`config.mk`:
```
export PLATFORM = sky130hd
export DESIGN_NAME = mem_arbiter
export DESIGN_NICKNAME = d
export VERILOG_FILES = /design/src/rtl/mem_arbiter.sv
export SDC_FILE = /design/constraint.sdc
export NUM_CORES = 1
export LEC_CHECK = 0
export BUFFER_PORTS_ARGS = -buffer_cell sky130_fd_sc_hd__buf_2
export CAP_MARGIN = 10
export CORE_AREA = 5 5 100 102
export DETAILED_ROUTE_END_ITERATION = 10
export DIE_AREA = 0 0 105 107
export PLACE_DENSITY = 0.67
export SYNTH_ARGS = -nofsm -noshare
export SYNTH_HDL_FRONTEND = slang
export SYNTH_SLANG_ARGS = --single-unit
```
`constraint.sdc`:
```
create_clock -name clk -period 3.3 [get_ports clk]
set_input_delay 0.495 -clock clk [delete_from_list [all_inputs] [get_ports clk]]
set_output_delay 0.495 -clock clk [all_outputs]
set_load 0.005 [all_outputs]
```
`src/rtl/mem_arbiter.sv`:
```
// mem_arbiter: shares one pipelined single-port memory between the fetch and data ports.
// Data wins by default; a starvation counter bounds how long fetch can be held off.
module mem_arbiter #(
    parameter int ADDR_W     = 32,
    parameter int DATA_W     = 32,
    parameter int MEM_LAT    = 1,
    parameter int STARVE_MAX = 4
) (
    input  logic              clk,
    input  logic              rst,

    input  logic              i_req,
    input  logic [ADDR_W-1:0] i_addr,
    output logic              i_gnt,
    output logic              i_rvalid,
    output logic [DATA_W-1:0] i_rdata,

    input  logic              d_req,
    input  logic              d_we,
    input  logic [ADDR_W-1:0] d_addr,
    input  logic [DATA_W-1:0] d_wdata,
    output logic              d_gnt,
    output logic              d_rvalid,
    output logic [DATA_W-1:0] d_rdata,

    output logic              m_en,
    output logic              m_we,
    output logic [ADDR_W-1:0] m_addr,
    output logic [DATA_W-1:0] m_wdata,
    input  logic [DATA_W-1:0] m_rdata
);

    typedef enum logic {
        OWN_I = 1'b0,
        OWN_D = 1'b1
    } owner_t;

    logic [3:0]         starve;
    logic               starved;
    logic               win_i;
    logic               win_d;
    logic [MEM_LAT-1:0] tag_vld;
    owner_t             tag_own [MEM_LAT];

    always_comb begin
        starved = (starve == 4'(STARVE_MAX));
        win_i   = i_req & (~d_req | starved);
        win_d   = d_req & ~win_i;
    end

    // Grants are masked by reset so nothing reaches the memory while rst is low.
    assign i_gnt   = rst & win_i;
    assign d_gnt   = rst & win_d;
    assign m_en    = i_gnt | d_gnt;
    assign m_we    = d_gnt & d_we;
    assign m_addr  = win_d ? d_addr : i_addr;
    assign m_wdata = d_wdata;

    // Only counts while fetch is actually waiting; it can never pass STARVE_MAX.
    always_ff @(posedge clk or negedge rst) begin
        if (!rst) begin
            starve <= '0;
        end else if (i_gnt || !i_req) begin
            starve <= '0;
        end else if (d_gnt) begin
            starve <= starve + 4'd1;
        end
    end

    always_ff @(posedge clk or negedge rst) begin
        if (!rst) begin
            tag_vld <= '0;
            for (int unsigned k = 0; k < MEM_LAT; k++) begin
                tag_own[k] <= OWN_I;
            end
        end else begin
            tag_vld[0] <= m_en & ~m_we;
            tag_own[0] <= win_d ? OWN_D : OWN_I;
            for (int unsigned k = 1; k < MEM_LAT; k++) begin
                tag_vld[k] <= tag_vld[k-1];
                tag_own[k] <= tag_own[k-1];
            end
        end
    end

    assign i_rvalid = rst & tag_vld[MEM_LAT-1] & (tag_own[MEM_LAT-1] == OWN_I);
    assign d_rvalid = rst & tag_vld[MEM_LAT-1] & (tag_own[MEM_LAT-1] == OWN_D);
    assign i_rdata  = m_rdata;
    assign d_rdata  = m_rdata;

    always_comb begin
        assert (!(i_gnt && d_gnt));
    end

endmodule

```
### Word-level counts from Yosys, hierarchy flattened

Index checks and enable logic that the tools add are counted.
Widths: inputs -> output; s select.

* output and inout bits: 134
* input bits: 133
* flip-flop bits (word level): 6
* word-level logic and storage cells: 27

* $add $sub $neg: 1
* eq/ne operators: 1
* bitwise gates (word level): 15
* reduce and logical (&&, ||, !) cells: 3
* mux-type cells: 4

Operators with widths (number)
* $mux 32: 1
* $and 1x1->1: 9
* $mux 4: 2
* $add 4x1->4 const B: 1
* $eq 4x3->1 const B: 1
* $not 1->1: 4
* $or 1x1->1: 2
* $reduce_bool 2->1: 1
* $logic_not 1->1: 1
* $logic_or 1x1->1: 1
* $mux 1: 1

### Logic depth before layout (Yosys ltp)

Gate-level depths: netlist of run 1.

* depth in word-level cells: 9
* depth in mapped cells: 6
* mapped depth without buffers: 5

### Least setup slack after synthesis of run 1

No wires, ideal clock.

* path kind: reg2out
* start: reg starve[0]
* end: out m_addr[10]
* stages on the path, launching flop included: 7
* data required time: 2805 ps
* path buffers: 1
* setup slack: 1310 ps
* arrival time: 1495 ps
* cell sequence: dfrtp_1 -> inv_1 -> ha_1 -> nand4b_1 -> nand2_1 -> buf_2 -> mux2_2

* longest elaborated chain between the ends: 6

RTL lines
* from (decl): line 38 `logic [3:0] starve;`
* from (signal assigned): line 66 `starve <= starve + 4'd1;`
* $eq 4x3->1: line 46 `starved = (starve == 4'(STARVE_MAX));`
* $or 1x1->1: line 47 `win_i = i_req & (~d_req | starved);`
* $and 1x1->1: line 47
* $not 1->1: line 48 `win_d = d_req & ~win_i;`
* $and 1x1->1: line 48
* $mux 32: line 56 `assign m_addr = win_d ? d_addr : i_addr;`
* to (decl): line 28 `output logic [ADDR_W-1:0] m_addr,`

No other way between the ends.

### Worst setup path in the final report of run 1

* start: reg starve[0]
* end: out m_addr[6]

The elaborated chain is that of the path after synthesis.

==> results of run 1 <==
layout by cell type, fill, tap and decap left out:
cell type,count
and3_1,1
o21ai_0,2
clkbuf_8,3
inv_1,4
nand4b_1,2
dfrtp_1,6
o21a_1,2
nor2_1,2
buf_2,106
nand4_1,1
or4_1,1
o31ai_1,2
and4b_1,1
mux2_1,5
mux2_2,27
nor2b_1,1
nand3_1,2
buf_4,1
or3_1,2
nand2b_1,1
a21oi_1,5
nand3b_1,1
a21boi_0,1
ha_1,2
nand2_1,4
and2_1,1
worst max path at each step:
| stage | startpoint | to | slack [ns] | depth (start not counted) |
|---|---|---|---|---|
| finish | starve[0]$_DFFE_PN0P_ | m_addr[6] | 0.75 | 7 |
| floorplan | starve[0]$_DFFE_PN0P_ | m_addr[10] | 1.31 | 6 |
| CTS | starve[0]$_DFFE_PN0P_ | m_addr[10] | 0.74 | 7 |
| detailed placement | starve[0]$_DFFE_PN0P_ | m_addr[10] | 0.99 | 7 |
| global placement | starve[0]$_DFFE_PN0P_ | m_addr[10] | 1.07 | 7 |
| global route | starve[0]$_DFFE_PN0P_ | m_addr[6] | 0.61 | 7 |
power breakdown:
group	internal (mW)	total (mW)	switching [mW]	leakage (nW)
combinational	0.0816	0.137	0.0555	0.637
sequential	0.0762	0.0778	0.00155	0.0801
clock	0.0783	0.110	0.0316	0.0216
logic make-up (layout without fill, tap and decap cells):
family                   Yosys count  count (layout)  synth area share [%]
AO/OA/AOI/OAI                     12              12                  4.84
adder cells (fa/ha/maj)            2               2                  1.67
buffers and inverters            106             114                  51.5
flip-flops                         6               6                  10.0
multiplexers                      32              32                  24.1
AND/OR/NAND/NOR                   20              20                  7.94
per-layer routing:
layer / wire length, µm / global-route usage (%) / vias to the layer above
met1: 1370 / 6.57 / 505
met5: 0 / 0 / -
met3: 592 / 2.83 / 21
li1: - / - / 510
met2: 2100 / 11.0 / 115
met4: 127 / 2.56 / 0
critical path, cell delays in order (launching register included):
cell,delay (ns)
dfrtp_1,0.40
inv_1,0.07
ha_1,0.20
nand4b_1,0.15
nand2_1,0.10
buf_4,0.36
mux2_2,0.40
buf_2,0.13
registers in the layout, summed over array words and instances (netlist names):
| name | count |
|---|---|
| starve | 4 |
| tag_own | 1 |
| tag_vld | 1 |
layout make-up:
cell class,instances,area share (%)
Multi-Input combinational cell,66,39.5
Inverter,4,1.03
Sequential cell,6,10.3
Tap cell,111,9.51
Clock buffer,3,2.83
Timing Repair Buffer,107,36.8
metrics by stage:
step	util (%)	cell area (µm²)	worst slack, ns	hold slack (ns)	instances
6_report	16.2	1460	0.746	0.153	297
5_1_grt	16.2	1460	0.607	0.175	297
4_1_cts	16.2	1460	0.743	0.150	297
3_5_place_dp	15.7	1420	0.991	0.388	294
3_3_place_gp	15.7	1420	1.07	0.393	294
2_1_floorplan	-	1500	1.31	0.199	178
==> impl_metrics.csv, run 1 <==
group,metric,value,unit
run_status,outcome,"completed",
cts,cts_root_buffer,"clkbuf_8",
die,die_area,11200,µm²
synth,synth_edf_count,0,
timing,fmaxAchievable,391,MHz
finish,antenna_cells,0,
finish,multi_input_area,577,µm²
timing,period_share,77.4,%
synth,syn_area,1500,µm²
timing,layout_min_cycle_time,2.55,ns
placed_design,finalWeightedCongestion,0.726,
synth,syn_nets,313,
cts,postCtsSetupRepairBufs,0,
finish,fillCellCount,1051,
cts,ctsHoldBuffers,0,
cts,cts.sinks,6,
finish,area_delta_synth_final,-2.51,%
worst_setup_path,cp.arrival,2.06,ns
synth,synth.avg_cell_area,8.41,µm²
placed_design,portBuffers,106,
die,ios,267,
timing,max_slew.worst_pin.slew,0.398,ns
synth,synth_seq_area_share,10.0,%
cts,h-tree-depth,1,
die,die-height,107,µm
grt,overflow,0,
synth,yosysUniqueCellTypes,27,
synth,synth_top_area_share,48.1,%
worst_setup_path,cp_max_fo,33,
grt,track_usage,6.31,%
worst_setup_path,r2r_slack,1.59,ns
worst_setup_path,regToRegEndpoint,"starve[3]$_DFFE_PN0P_",
die,start_util,16.6,%
worst_setup_path,start_kind,"flop",
grt,grt_pass1_vias,1199,
cts,cts_resized,0,
finish,drive_gt1_share,73.7,%
timing,setup_violations,0,
die,coreArea,9020,µm²
synth,synthTopCellsByArea,"buf_4 (48%), mux2_2 (20%), dfrtp_1 (10%)",
worst_setup_path,end_kind,"output pin",
power_and_ir_drop,p_per_area,222,nW/µm²
power_and_ir_drop,max-vdd-ir-drop,161,µV
synth,yosys_register_bits,6,
timing,slew_headroom,73.5,%
worst_setup_path,critPathKind,"flop to output pin",
cts,clk_pin_slew,0.04,ns
synth,synth.most_common_cell,"buf_4",
timing,rsz0062_at_grt,"false",
synth,netlist_instances,178,
drt,via_per_inst,3.88,
synth,ys_top_cells_by_count,"buf_4 (96), mux2_2 (27), dfrtp_1 (6)",
drt,drt_first_iter_violations,30,
power_and_ir_drop,power_leakage,0.738,nW
timing,totalNegativeSetupSlack,0,ns
synth,yosys.area.top_type,"buf_4",
grt,antenna_found_initial,0,
drt,vias,1151,
grt,grt_pass1_wl,5.78,mm
timing,hold_violations,0,
finish,nNetsFinal,323,
power_and_ir_drop,power,0.325,mW
finish,register_area,150,µm²
worst_setup_path,worstPathRequired,2.80,ns
timing,drv_slew,0,
drt,wire_per_inst,14.1,µm
worst_setup_path,r2r_cells,5,
job,maxCapViolCount,0,
drt,wl,4.20,mm
die,rows,35,
synth,yosysWarningCount,0,
timing,fin_worst_skew,0.00103,ns
drt,drc_errors,0,
placed_design,dp_hpwl,3.76,mm
synth,synthArstFlopShare,100,%
drt,firstDrtPassIters,4,
cts,clk_latency,0.22,ns
cts,cts_buffer_depth,2,
cts,cts_buffers,3,
die,die_w,105,µm
synth,synth_ff_type,"dfrtp_1",
cts,cts_tree,"built",
drt,ant_nets,0,
grt,grt_max_degree,34,
worst_setup_path,rr_startpoint,"starve[0]$_DFFE_PN0P_",
hold_path,holdCritPathClass,"input port to async pin",
(Power assumes the default switching activity.)
==> inputs of run 2 (changes only) <==
--- a/config.mk
+++ b/config.mk
@@ -5,6 +5,7 @@
 export SDC_FILE = /design/constraint.sdc
 export NUM_CORES = 1
 export LEC_CHECK = 0
+export ABC_AREA = 1
 export BUFFER_PORTS_ARGS = -buffer_cell sky130_fd_sc_hd__buf_2
 export CAP_MARGIN = 10
 export CORE_AREA = 5 5 100 102
==> constraint.sdc (replaced) <==
create_clock -name clk -period 2.5 [get_ports clk]
set_input_delay 0.375 -clock clk [delete_from_list [all_inputs] [get_ports clk]]
set_output_delay 0.375 -clock clk [all_outputs]
set_load 0.005 [all_outputs]
==> impl_metrics.csv, run 2 <==
group,metric,value,unit
placed_design,portBuffers,106,
cts,cts_root_buffer,"clkbuf_8",
grt,overflow,0,
placed_design,finalWeightedCongestion,0.716,
cts,cts_buffers,3,
worst_setup_path,critPathKind,"flop to output pin",
die,coreArea,9020,µm²
cts,clk_latency,0.23,ns
worst_setup_path,cp_max_fo,15,
timing,fin_ws,0.363,ns
timing,hold_violations,0,
worst_setup_path,cp.arrival,1.76,ns
finish,largest_reg_flops,4,
cts,cts_tree,"built",
synth,synth_edf_count,0,
timing,max_slew.worst_pin.slew,0.312,ns
finish,area_delta_synth_final,-1.64,%
worst_setup_path,start_kind,"flop",
synth,synthTopCellsByArea,"buf_4 (48%), nand2_1 (26%), dfrtp_1 (9.8%)",
die,ios,267,
cts,cts_resized,0,
grt,track_usage,8.01,%
cts,cts.sinks,6,
finish,drive_gt1_share,45.7,%
run_status,outcome,"completed",
timing,setup_violations,0,
finish,largest_register,"starve",
finish,largestRegisters,"starve (4), tag_own (1), tag_vld (1)",
synth,syn_nets,382,
worst_setup_path,cpLargestDelayFamily,"buffers and inverters",
drt,wire_per_inst,13.2,µm
synth,ys_top_cells_by_count,"nand2_1 (105), buf_4 (97), inv_1 (9), nand3_1 (9), dfrtp_1 (6)",
timing,fin_worst_skew,0.00402,ns
grt,grt_max_degree,21,
drt,drc_errors,0,
synth,yosysWarningCount,0,
worst_setup_path,max_stage_delay,0.38,ns
synth,synth_top_family_by_area,"buffers and inverters",
synth,synthArstFlopShare,100,%
job,maxCapViolCount,0,
synth,synth_top_area_share,47.7,%
cts,postCtsSetupRepairBufs,0,
finish,layout_commonest_cell,"buf_2",
die,start_util,16.9,%
worst_setup_path,rr_startpoint,"starve[0]$_DFFE_PN0P_",
synth,syn_area,1530,µm²
drt,ant_nets,0,
placed_design,dp_hpwl,4.16,mm
grt,antenna_found_initial,0,
synth,synthMuxAreaShare,0,%
drt,via_per_inst,3.75,
drt,firstDrtPassIters,3,
finish,nNetsFinal,395,
worst_setup_path,path_buf_inv,3,
synth,synth.avg_cell_area,6.19,µm²
synth,synthAdderAreaFrac,1.64,%
worst_setup_path,worst_path_most_repeated_cell,"nor2_1",
timing,fmaxAchievable,468,MHz
synth,yosys.area.top_type,"buf_4",
timing,drv_slew,0,
hold_path,holdCritPathClass,"input port to async pin",
timing,slew_headroom,79.1,%
worst_setup_path,r2r_slack,0.88,ns
synth,synth_seq_area_share,9.83,%
synth,netlist_instances,247,
grt,grt_pass1_wl,7.18,mm
grt,grt_pass1_vias,1396,
worst_setup_path,end_kind,"output pin",
power_and_ir_drop,power_leakage,0.985,nW
finish,antenna_cells,0,
finish,layout_common_cells,"buf_2 (106), nand2_1 (105), inv_1 (9), nand3_1 (9), dfrtp_1 (6)",
timing,layout_min_cycle_time,2.14,ns
synth,synth.most_common_cell,"nand2_1",
worst_setup_path,r2r_cells,8,
cts,h-tree-depth,1,
timing,rsz0062_at_grt,"false",
die,rows,35,
placed_design,dp_worst_setup_slack,0.599,ns
synth,synth_xor_area_share,1.15,%
die,die-height,107,µm
worst_setup_path,regToRegEndpoint,"starve[3]$_DFFE_PN0P_",
timing,period_share,85.5,%
cts,ctsHoldBuffers,0,
cts,cts_buffer_depth,2,
worst_setup_path,worstPathRequired,2.12,ns
die,die_w,105,µm
timing,totalNegativeSetupSlack,0,ns
drt,drt_first_iter_violations,51,
synth,yosysUniqueCellTypes,17,
drt,vias,1383,
cts,clk_pin_slew,0.04,ns
synth,synthSimpleGateAreaFrac,31.0,%
worst_setup_path,cpMaxStageDelayCell,"dfrtp_1",
synth,yosys_register_bits,6,
drt,wl,4.86,mm
worst_setup_path,path_cells,"inv_1 -> ha_1 -> nand2_1 -> nor2_1 -> a21boi_4 -> buf_4 -> nand2_2 -> nor2_1 -> buf_2",
power_and_ir_drop,p_per_area,291,nW/µm²
synth,synth_ff_type,"dfrtp_1",
power_and_ir_drop,max-vdd-ir-drop,262,µV
synth,synth_compound_area_share,4.01,%
die,die_area,11200,µm²
-- run 2: worst reg2reg max path: cells and delay by family (launching register included) --
| family | cells | cell delay, ns |
|---|---|---|
| adder cells (fa/ha/maj) | 1 | 0.22 |
| flip-flops | 1 | 0.38 |
| AND/OR/NAND/NOR | 4 | 0.61 |
| buffers and inverters | 2 | 0.29 |
| AO/OA/AOI/OAI | 1 | 0.06 |
-- run 2: cell families (layout without fill, tap and decap cells) --
group           Yosys count  after routing
compound gates            5              5
xor+xnor                  2              2
fa+ha+maj                 2              2
buf+inv                 111            122
flops                     6              6
simple gates            121            121
-- run 2: through the flow --
stage / hold slack, ns / utilization (%) / power, mW / cell area, µm² / cells
after floorplan: 0.0794 / - / 0.307 / 1530 / 247
after global placement: 0.259 / 16.2 / 0.294 / 1460 / 366
after detailed placement: 0.257 / 16.2 / 0.295 / 1460 / 366
after CTS: 0.0146 / 16.7 / 0.448 / 1500 / 369
after global routing: 0.0344 / 16.7 / 0.477 / 1500 / 369
final: 0.0170 / 16.7 / 0.438 / 1500 / 369
-- run 2: report_power, final --
part / leakage (nW) / total [mW] / switching (mW) / internal, mW
clock network: 0.0216 / 0.148 / 0.0440 / 0.104
logic: 0.883 / 0.187 / 0.0926 / 0.0949
registers: 0.0800 / 0.103 / 0.00194 / 0.101
-- run 2: worst max path at each step --
stage	from	end	slack (ns)	cells past startpoint
floorplan	starve[0]$_DFFE_PN0P_	m_addr[10]	0.88	8
global placement	starve[0]$_DFFE_PN0P_	m_we	0.65	9
detailed placement	starve[0]$_DFFE_PN0P_	m_we	0.60	9
CTS	starve[0]$_DFFE_PN0P_	m_we	0.35	9
global route	starve[0]$_DFFE_PN0P_	m_we	0.20	9
finish	starve[0]$_DFFE_PN0P_	m_we	0.36	9
-- run 2: per-layer routing --
layer  vias up  part of all wire, %  GRT usage, %
met5         -                    0             0
met4         0                  5.4          5.66
met3        35                   18          4.39
met2       125                   48          14.0
met1       555                   29          6.86
li1        668                    -             -
-- run 2: layout make-up --
| type | count | area, µm² |
|---|---|---|
| clock buffer | 3 | 41.3 |
| fill | 1070 | 7520 |
| inverter | 9 | 33.8 |
| multi-input combinational | 130 | 578 |
| sequential | 6 | 150 |
| tap | 111 | 139 |
| timing repair buffer | 110 | 561 |
==> inputs of run 3 (changes only) <==
--- a/config.mk
+++ b/config.mk
@@ -11,6 +11,7 @@
 export CORE_AREA = 5 5 100 102
 export DETAILED_ROUTE_END_ITERATION = 10
 export DIE_AREA = 0 0 105 107
+export GPL_TIMING_DRIVEN = 0
 export PLACE_DENSITY = 0.67
 export SYNTH_ARGS = -nofsm -noshare
 export SYNTH_HDL_FRONTEND = slang
==> impl_metrics.csv, run 3 (synthesis results as in run 2) <==
group,metric,value,unit
run_status,outcome,"completed",
power_and_ir_drop,p_sw_share,31.0,%
die,coreArea,9020,µm²
cts,cts_tree,"built",
placed_design,dp_cells,560,
power_and_ir_drop,p_int,0.446,mW
drt,ant_nets,0,
finish,finalNonFillerCells,563,
worst_setup_path,start_kind,"flop",
grt,antenna_found_initial,0,
timing,slew_headroom,78.2,%
worst_setup_path,regToRegEndpoint,"starve[0]$_DFFE_PN0P_",
worst_setup_path,cp_max_fo,10,
cts,cts.sinks,6,
die,ios,267,
timing,fmaxAchievable,441,MHz
finish,area_delta_synth_final,78.0,%
cts,cts_resized,0,
drt,vias,2143,
finish,fillCellCount,1028,
worst_setup_path,max_stage_delay,0.38,ns
hold_path,holdCritPathClass,"input port to async pin",
grt,track_usage,10.3,%
worst_setup_path,cp.arrival,1.89,ns
timing,fin_worst_skew,0.00369,ns
cts,cts_buffer_depth,2,
finish,register_area,150,µm²
finish,largestRegisters,"starve (4), tag_own (1), tag_vld (1)",
die,die_area,11200,µm²
timing,hold_violations,0,
power_and_ir_drop,power,0.646,mW
drt,wl,6.64,mm
cts,h-tree-depth,1,
die,rows,35,
worst_setup_path,worstPathRequired,2.12,ns
worst_setup_path,path_buf_inv,3,
timing,totalNegativeSetupSlack,0,ns
drt,via_per_inst,3.81,
timing,max_slew.worst_pin.slew,0.326,ns
finish,multi_input_area,578,µm²
power_and_ir_drop,p_per_area,237,nW/µm²
power_and_ir_drop,seqPwrFrac,15.9,%
finish,layout_common_cells,"buf_2 (205), nand2_1 (105), buf_4 (97)",
worst_setup_path,worst_path_most_repeated_cell,"nand2_1",
die,start_util,16.9,%
placed_design,finalWeightedCongestion,0.711,
cts,postCtsSetupRepairBufs,0,
power_and_ir_drop,p_switching,0.200,mW
drt,drt_first_iter_violations,72,
finish,layout_commonest_cell,"buf_2",
cts,clk_pin_slew,0.04,ns
finish,largest_register,"starve",
die,die-height,107,µm
drt,drc_errors,0,
cts,cts_root_buffer,"clkbuf_8",
drt,wire_per_inst,11.8,µm
worst_setup_path,cpMaxStageDelayCell,"dfrtp_1",
finish,antenna_cells,0,
worst_setup_path,end_kind,"output pin",
timing,rsz0062_at_grt,"false",
finish,drive_gt1_share,69.0,%
timing,layout_min_cycle_time,2.27,ns
job,maxCapViolCount,0,
finish,largest_reg_flops,4,
worst_setup_path,rr_startpoint,"starve[0]$_DFFE_PN0P_",
worst_setup_path,r2r_slack,0.99,ns
worst_setup_path,cpLargestDelayFamily,"buffers and inverters",
grt,grt_max_degree,12,
power_and_ir_drop,clkPwrFrac,23.0,%
worst_setup_path,path_cells,"inv_1 -> ha_1 -> nand2_1 -> nor2_1 -> a21boi_4 -> buf_2 -> nand2_1 -> nand2_1 -> buf_2",
placed_design,portBuffers,202,
timing,setup_violations,0,
grt,grt_pass1_wl,9.68,mm
cts,ctsHoldBuffers,0,
power_and_ir_drop,p_comb_share,61.1,%
worst_setup_path,r2r_cells,7,
worst_setup_path,critPathKind,"flop to output pin",
cts,cts_buffers,3,
timing,drv_slew,0,
timing,period_share,90.6,%
grt,grt_pass1_vias,2119,
power_and_ir_drop,power_leakage,1.83,nW
die,die_w,105,µm
cts,clk_latency,0.23,ns
placed_design,dp_hpwl,6.02,mm
power_and_ir_drop,max-vdd-ir-drop,246,µV
grt,overflow,0,
drt,firstDrtPassIters,4,
finish,nNetsFinal,589,
-- run 3: cell types whose count changed in the layout (fill, tap and decap cells not counted), sizes merged --
cell / delta
buf: +194
-- run 3: metal layers --
layer | wire [µm] | GRT usage, %
met3 | 941 | 3.49
met1 | 1960 | 9.58
met2 | 3680 | 21.0
met5 | 0 | 0
met4 | 63 | 2.74
-- run 3: power by group through the flow --
stage          Combinational, mW  Sequential, mW  Clock, mW
4_1_cts                    0.404           0.103      0.155
5_1_grt                    0.437           0.103      0.157
2_1_floorplan              0.204           0.103          0
6_report                   0.394           0.103      0.149
3_5_place_dp               0.403           0.104          0
3_3_place_gp               0.397           0.104          0
-- run 3: worst max path at each step --
stage                               start    endpoint  slack, ns  cells after the start
global placement    starve[0]$_DFFE_PN0P_  m_addr[12]       0.42                      9
global route        starve[0]$_DFFE_PN0P_  m_addr[12]       0.05                      9
CTS                 starve[0]$_DFFE_PN0P_  m_addr[12]       0.15                      9
detailed placement  starve[0]$_DFFE_PN0P_  m_addr[12]       0.40                      9
floorplan           starve[0]$_DFFE_PN0P_  m_addr[10]       0.88                      8
finish              starve[0]$_DFFE_PN0P_  m_addr[12]       0.23                      9
-- run 3: per-stage QoR --
step	utilization (%)	worst slack [ns]	cell area (µm²)	hold slack (ns)
floorplan	-	0.875	1530	0.0794
global placement	29.7	0.419	2680	0.254
detailed placement	29.7	0.402	2680	0.264
CTS	30.1	0.153	2720	0.0186
global route	30.1	0.0494	2720	0.0311
finish	30.1	0.235	2720	0.0186
-- run 3: final cells by class --
cell class	instances	share of cell area, %
plain buffers	102	28.2
clock buffers	3	1.52
inverters	9	1.24
multi-input cells	130	21.3
flip-flops and latches	6	5.52
well taps	111	5.11
repair buffers	202	37.2
